File: config.mk
export PLATFORM = sky130hd
export DESIGN_NAME = inert_seq
export DESIGN_NICKNAME = d
export VERILOG_FILES = /design/src/rtl/inert_seq.sv
export SDC_FILE = /design/constraint.sdc
export NUM_CORES = 1
export LEC_CHECK = 0
export ABC_AREA = 1
export BUFFER_PORTS_ARGS = -buffer_cell sky130_fd_sc_hd__clkbuf_2
export CAP_MARGIN = 0
export CORE_ASPECT_RATIO = 1.4
export CORE_MARGIN = 4
export CORE_UTILIZATION = 35
export DETAILED_ROUTE_END_ITERATION = 7
export PLACE_DENSITY = 0.58
export SLEW_MARGIN = 20
export SYNTH_ARGS = -nofsm -noshare
export SYNTH_HDL_FRONTEND = slang
export SYNTH_SLANG_ARGS = --single-unit
File: constraint.sdc
create_clock -name clk -period 3.5 [get_ports clk]
set_clock_uncertainty 0.2 [all_clocks]
set_input_delay 0.175 -clock clk [delete_from_list [all_inputs] [get_ports clk]]
set_output_delay 0.175 -clock clk [all_outputs]
set_load 0.02 [all_outputs]
File: src/rtl/inert_seq.sv
// inert_seq: drives the SPI_mnrch main to configure and poll the iNEMO
// inertial sensor. After a power-up settle interval it issues four config
// writes, then for every data-ready INT it reads the pitch/roll/yaw rate
// registers (low byte, then high byte) and presents them as signed 16-bit
// words, pulsing vld once per completed sample set.
//
// Optional feature: define INERT_ACCEL_EN to add the ax/ay outputs and
// extend the read sequence with the accel X/Y registers.
//
// Handshake with SPI_mnrch: wrt is a one-cycle start strobe, raised only
// when no transaction is pending; cmd is valid in the wrt cycle and held
// until done. done counts only while a transaction is pending; any other
// done pulse is ignored. The next wrt may follow in the cycle after done.
`timescale 1ns/1ps

module inert_seq #(
  parameter int SETTLE_W = 16
) (
  input  logic        clk,
  input  logic        rst_n,
  input  logic        INT,
  input  logic        done,
  input  logic [15:0] rd_data,
  output logic        wrt,
  output logic [15:0] cmd,
  output logic [15:0] ptch_rt,
  output logic [15:0] roll_rt,
  output logic [15:0] yaw_rt,
`ifdef INERT_ACCEL_EN
  output logic [15:0] ax,
  output logic [15:0] ay,
`endif
  output logic        vld,
  output logic        init_done,
  output logic [1:0]  state_dbg
);

`ifdef INERT_ACCEL_EN
  localparam int IDX_W = 4;
  localparam logic [IDX_W-1:0] LAST_RD = IDX_W'(9);
`else
  localparam int IDX_W = 3;
  localparam logic [IDX_W-1:0] LAST_RD = IDX_W'(5);
`endif
  localparam logic [IDX_W-1:0] LAST_CFG = IDX_W'(3);

  typedef enum logic [1:0] {
    SETTLE   = 2'd0,
    CFG      = 2'd1,
    WAIT_INT = 2'd2,
    RD       = 2'd3
  } state_t;

  state_t              state, nxt_state;
  logic [SETTLE_W-1:0] settle_cnt;
  logic                int_ff1, int_ff2;
  logic                pend;
  logic [IDX_W-1:0]    idx;
  logic [7:0]          hold_lo;
  logic [15:0]         cfg_word;
  logic [7:0]          rd_addr;
  logic                txn_done;

  assign state_dbg = state;
  assign txn_done  = pend & done;
  // Read register addresses start at A2 and step by one per transaction.
  assign rd_addr   = 8'hA2 + {{(8-IDX_W){1'b0}}, idx};

  // Configuration word table, indexed by the step counter.
  always_comb begin
    cfg_word = 16'h0D02;
    case (idx[1:0])
      2'd0: cfg_word = 16'h0D02;
      2'd1: cfg_word = 16'h1062;
      2'd2: cfg_word = 16'h1162;
      2'd3: cfg_word = 16'h1460;
      default: cfg_word = 16'h0D02;
    endcase
  end

  // Next-state logic; wrt and cmd are decoded from registered state so
  // they drop to zero the instant reset is asserted.
  always_comb begin
    nxt_state = state;
    wrt       = 1'b0;
    cmd       = 16'h0000;
    case (state)
      SETTLE: begin
        if (&settle_cnt) nxt_state = CFG;
      end
      CFG: begin
        wrt = ~pend;
        cmd = cfg_word;
        if (txn_done && idx == LAST_CFG) nxt_state = WAIT_INT;
      end
      WAIT_INT: begin
        if (int_ff2) nxt_state = RD;
      end
      RD: begin
        wrt = ~pend;
        cmd = {rd_addr, 8'h00};
        if (txn_done && idx == LAST_RD) nxt_state = WAIT_INT;
      end
      default: nxt_state = SETTLE;
    endcase
  end

  // State register.
  always_ff @(posedge clk or negedge rst_n) begin
    if (!rst_n) state <= SETTLE;
    else        state <= nxt_state;
  end

  // Power-up settle counter, runs only while settling.
  always_ff @(posedge clk or negedge rst_n) begin
    if (!rst_n)                settle_cnt <= '0;
    else if (state == SETTLE)  settle_cnt <= settle_cnt + SETTLE_W'(1);
  end

  // Two-flop synchronizer for the asynchronous data-ready pin.
  always_ff @(posedge clk or negedge rst_n) begin
    if (!rst_n) begin
      int_ff1 <= 1'b0;
      int_ff2 <= 1'b0;
    end else begin
      int_ff1 <= INT;
      int_ff2 <= int_ff1;
    end
  end

  // Outstanding-transaction flag: set by wrt, cleared by the matching done.
  always_ff @(posedge clk or negedge rst_n) begin
    if (!rst_n)    pend <= 1'b0;
    else if (wrt)  pend <= 1'b1;
    else if (done) pend <= 1'b0;
  end

  // Step index: advances per completed transaction, restarts on phase change.
  always_ff @(posedge clk or negedge rst_n) begin
    if (!rst_n)        idx <= '0;
    else if (txn_done) idx <= (nxt_state != state) ? '0 : idx + IDX_W'(1);
  end

  // init_done latches when the last config write completes.
  always_ff @(posedge clk or negedge rst_n) begin
    if (!rst_n)                                   init_done <= 1'b0;
    else if (state == CFG && nxt_state == WAIT_INT) init_done <= 1'b1;
  end

  // Capture read bytes: even steps park the low byte, odd steps publish
  // {high, low} so an output never shows a half-updated word.
  always_ff @(posedge clk or negedge rst_n) begin
    if (!rst_n) begin
      hold_lo <= 8'h00;
      ptch_rt <= 16'h0000;
      roll_rt <= 16'h0000;
      yaw_rt  <= 16'h0000;
`ifdef INERT_ACCEL_EN
      ax      <= 16'h0000;
      ay      <= 16'h0000;
`endif
    end else if (state == RD && txn_done) begin
      if (!idx[0]) begin
        hold_lo <= rd_data[7:0];
      end else begin
        case (idx)
          IDX_W'(1): ptch_rt <= {rd_data[7:0], hold_lo};
          IDX_W'(3): roll_rt <= {rd_data[7:0], hold_lo};
          IDX_W'(5): yaw_rt  <= {rd_data[7:0], hold_lo};
`ifdef INERT_ACCEL_EN
          IDX_W'(7): ax      <= {rd_data[7:0], hold_lo};
          IDX_W'(9): ay      <= {rd_data[7:0], hold_lo};
`endif
          default: hold_lo <= hold_lo;
        endcase
      end
    end
  end

  // vld pulses in the cycle after the final high-byte capture.
  always_ff @(posedge clk or negedge rst_n) begin
    if (!rst_n) vld <= 1'b0;
    else        vld <= (state == RD) && txn_done && (idx == LAST_RD);
  end

endmodule

==> metrics.md <==
| Metric | Value |
|---|---|
| Routed wire length | `7590 um` |
| RePlAce Congestion | `0.790` |
| Initial DRT Pass Iterations | `4` |
| R2R Path Start | `idx[0]$_DFFE_PN0P_` |
| Initial Util | `0.359` |
| Die area | `0.0119 mm^2` |
| Worst setup path startpoint | `idx[0]$_DFFE_PN0P_` |
| Most frequent cells in the layout | `nand2_1 (94), dfrtp_1 (82), clkbuf_2 (73)` |
| First-pass GRT wire length | `12900 um` |
| Worst Setup Start Kind | `flop` |
| Total track usage | `0.137` |
| Non-filler cells, final | `590` |
| RSZ-0062 raised after global routing | `false` |
| Rows | `43` |
| Fin crit period | `2.21 ns` |
| Syn_area_per_cell | `9.71 um^2` |
| Utilization after layout | `0.443` |
| Overall power | `3500 uW` |
| Clock transition at path regs | `0.06 ns` |
| Initial antenna violation count | `0` |
| Pin count of the biggest net entering global routing | `83` |
| Clock Latency Late Sink | `0.33 ns` |
| Die height | `128 um` |
| Synth-to-layout area growth | `23.5%` |
| CTS Hold Bufs | `11` |
| Core Region | `0.00995 mm^2` |
| Endpoints failing hold | `0` |
| Maximum clock insertion buffer count | `2` |
| Pwr Density | `792 mW/mm^2` |
| Int Pwr | `2150 uW` |
| Max transition margin | `0.416` |
| Post-Synthesis Cells | `368` |
| Post-DP HPWL | `5290 um` |
| CTS tree | `done` |
| Status | `completed` |
| Fin. max-slew vios | `0` |
| N_diodes | `0` |
| Worst slew pin tran | `0.873 ns` |
| Register share of total power | `0.401` |
| Max-cap violation count | `0` |
| DRC | `0` |
| CTS HTree Levels | `3` |
| Setup bufs post-CTS | `0` |
| Setup ws final | `1.29 ns` |
| Boundary Pins | `89` |
| Final setup vio count | `0` |
| Worst vdd rail ir drop | `0.356 mV` |
| Leak | `0.00230 uW` |
| CP Capture Type | `flop` |
| Synth Cell Area | `0.00357 mm^2` |
| Die X | `93.4 um` |
| Root Buffer | `clkbuf_16` |
| Tcrit/Tclk final | `0.632` |
| Clock Sinks | `82` |
| Dpl cells | `563` |
| Logic pwr share | `0.328` |
| Fin nets | `478` |
| Sw Pwr | `1340 uW` |
| Crit path DAT | `2.21 ns` |
| Worst hold start | `int_ff1$_DFF_PN0_` |
| Worst slack, placed | `1.24 ns` |
| Synth unique cells | `28` |
| WS Path Type | `reg -> reg` |
| Total CTS buffers | `9` |
| Vias post-DR | `2631` |
| WHS Path Cells | `0` |
| TNS Setup | `0 ns` |
| Post_cts resized | `0` |
| Routed Antenna Nets | `0` |
| Fraction of layout cells with a size suffix above 1 | `0.273` |
| Fmax | `452 MHz` |
| Congestion Overflow GR | `0` |
| Port Buffers | `74` |
| Cells on worst reg2reg path | `6` |
| Switching fraction of total power | `0.384` |
| Commonest non-fill, non-tap cell in the layout | `nand2_1` |
| Share of total power in the clock network | `0.271` |
| CP Max Fanout | `32` |
| Ys Warns | `0` |
| Seq/Total Area, Yosys | `0.574` |
| Vias in the first global route | `2674` |
| Routed length per instance | `12.9 um` |
| Vias per cell | `4.46` |
| Min-delay worst type | `reg -> reg` |
| Req. time, crit path | `3.50 ns` |
| Synthesized flop and latch total | `82` |
| Number of DRC markers in iteration 0 | `90` |
metrics by stage:
step                instance area, um^2  hold WS [ns]
finish                             4410         0.163
global route                       4410         0.169
global placement                   4000        0.0963
floorplan                          3590        -0.321
detailed placement                 4000        0.0878
CTS                                4410         0.167
sequential cells by signal, summed over array words and instances (netlist names):
register	cells
int_ff2	1
settle_cnt	16
hold_lo	8
yaw_rt	16
state_dbg	2
idx	3
pend	1
roll_rt	16
init_done	1
vld	1
int_ff1	1
ptch_rt	16
final timing paths:
path                                          end  slack (ns)
max in group asynchronous  ptch_rt[6]$_DFFE_PN0P_        2.33
hold reg to reg                 int_ff2$_DFF_PN0_        0.16
min in group asynchronous        pend$_DFFE_PN0P_        0.26
hold / removal                  int_ff2$_DFF_PN0_        0.16
setup reg to reg            yaw_rt[3]$_DFFE_PN0P_        1.29
setup / recovery            yaw_rt[3]$_DFFE_PN0P_        1.29
cells in the mapped netlist:
| library cell | n | area [um^2] |
|---|---|---|
| nand2_1 | 94 | 353 |
| dfrtp_1 | 82 | 2050 |
| inv_1 | 38 | 143 |
| o21ai_1 | 37 | 185 |
| nor2_1 | 17 | 63.8 |
| o21ai_2 | 16 | 140 |
| buf_4 | 9 | 67.6 |
| nand3_1 | 9 | 45.0 |
| xor2_1 | 9 | 78.8 |
| ha_1 | 8 | 100 |
| o21ai_0 | 8 | 40.0 |
| buf_2 | 7 | 35.0 |
| nand2_2 | 6 | 37.5 |
| xnor2_1 | 4 | 35.0 |
| buf_6 | 3 | 33.8 |
| nor2_2 | 3 | 18.8 |
| nor2_4 | 3 | 33.8 |
| nor3_1 | 3 | 15.0 |
| inv_2 | 2 | 7.51 |
| nand4_1 | 2 | 12.5 |
| a22o_1 | 1 | 8.76 |
| conb_1 | 1 | 3.75 |
| nand2_4 | 1 | 11.3 |
| nand3_2 | 1 | 10.0 |
| nand3b_1 | 1 | 7.51 |
| nand4_2 | 1 | 12.5 |
| nor3_4 | 1 | 16.3 |
| o21a_1 | 1 | 7.51 |
worst max-delay path, cell delays in order, from the launching register on:
cell     delay, ns
dfrtp_1       0.54
ha_1          0.26
nand2_1       0.11
nor3_4        0.16
nand2_2       0.49
nand2_1       0.23
o21ai_2       0.07
layer usage:
layer  wire length, um  vias up  track usage
met4               134        0       0.0483
met3               507        9       0.0453
li1                  -     1311            -
met5                 0        -            0
met2              3760       66        0.225
met1              3180     1245        0.169
layout make-up:
cell class | instances | area (um^2)
fillers | 960 | 5540
flip-flops and latches | 82 | 2050
multi-input cells | 232 | 1250
repair buffers | 85 | 487
clock buffers | 9 | 225
well taps | 135 | 169
inverters | 40 | 150
clock inverters | 7 | 76.3
power by group through the flow:
stage          registers (uW)  clock network [uW]  logic [uW]
2_1_floorplan            1650                   0         520
3_3_place_gp             1410                   0        1140
3_5_place_dp             1420                   0        1160
4_1_cts                  1410                 978        1170
5_1_grt                  1450                1010        1270
6_report                 1400                 946        1150
kinds of logic after synthesis:
group / count (synthesis) / synth area share
other cells: 1 / 0.00105
simple gates: 142 / 0.178
buf+inv: 59 / 0.0802
fa+ha+maj: 8 / 0.0280
xor+xnor: 13 / 0.0319
compound gates: 63 / 0.107
flops: 82 / 0.574
Power figures use the tool's default switching activity.
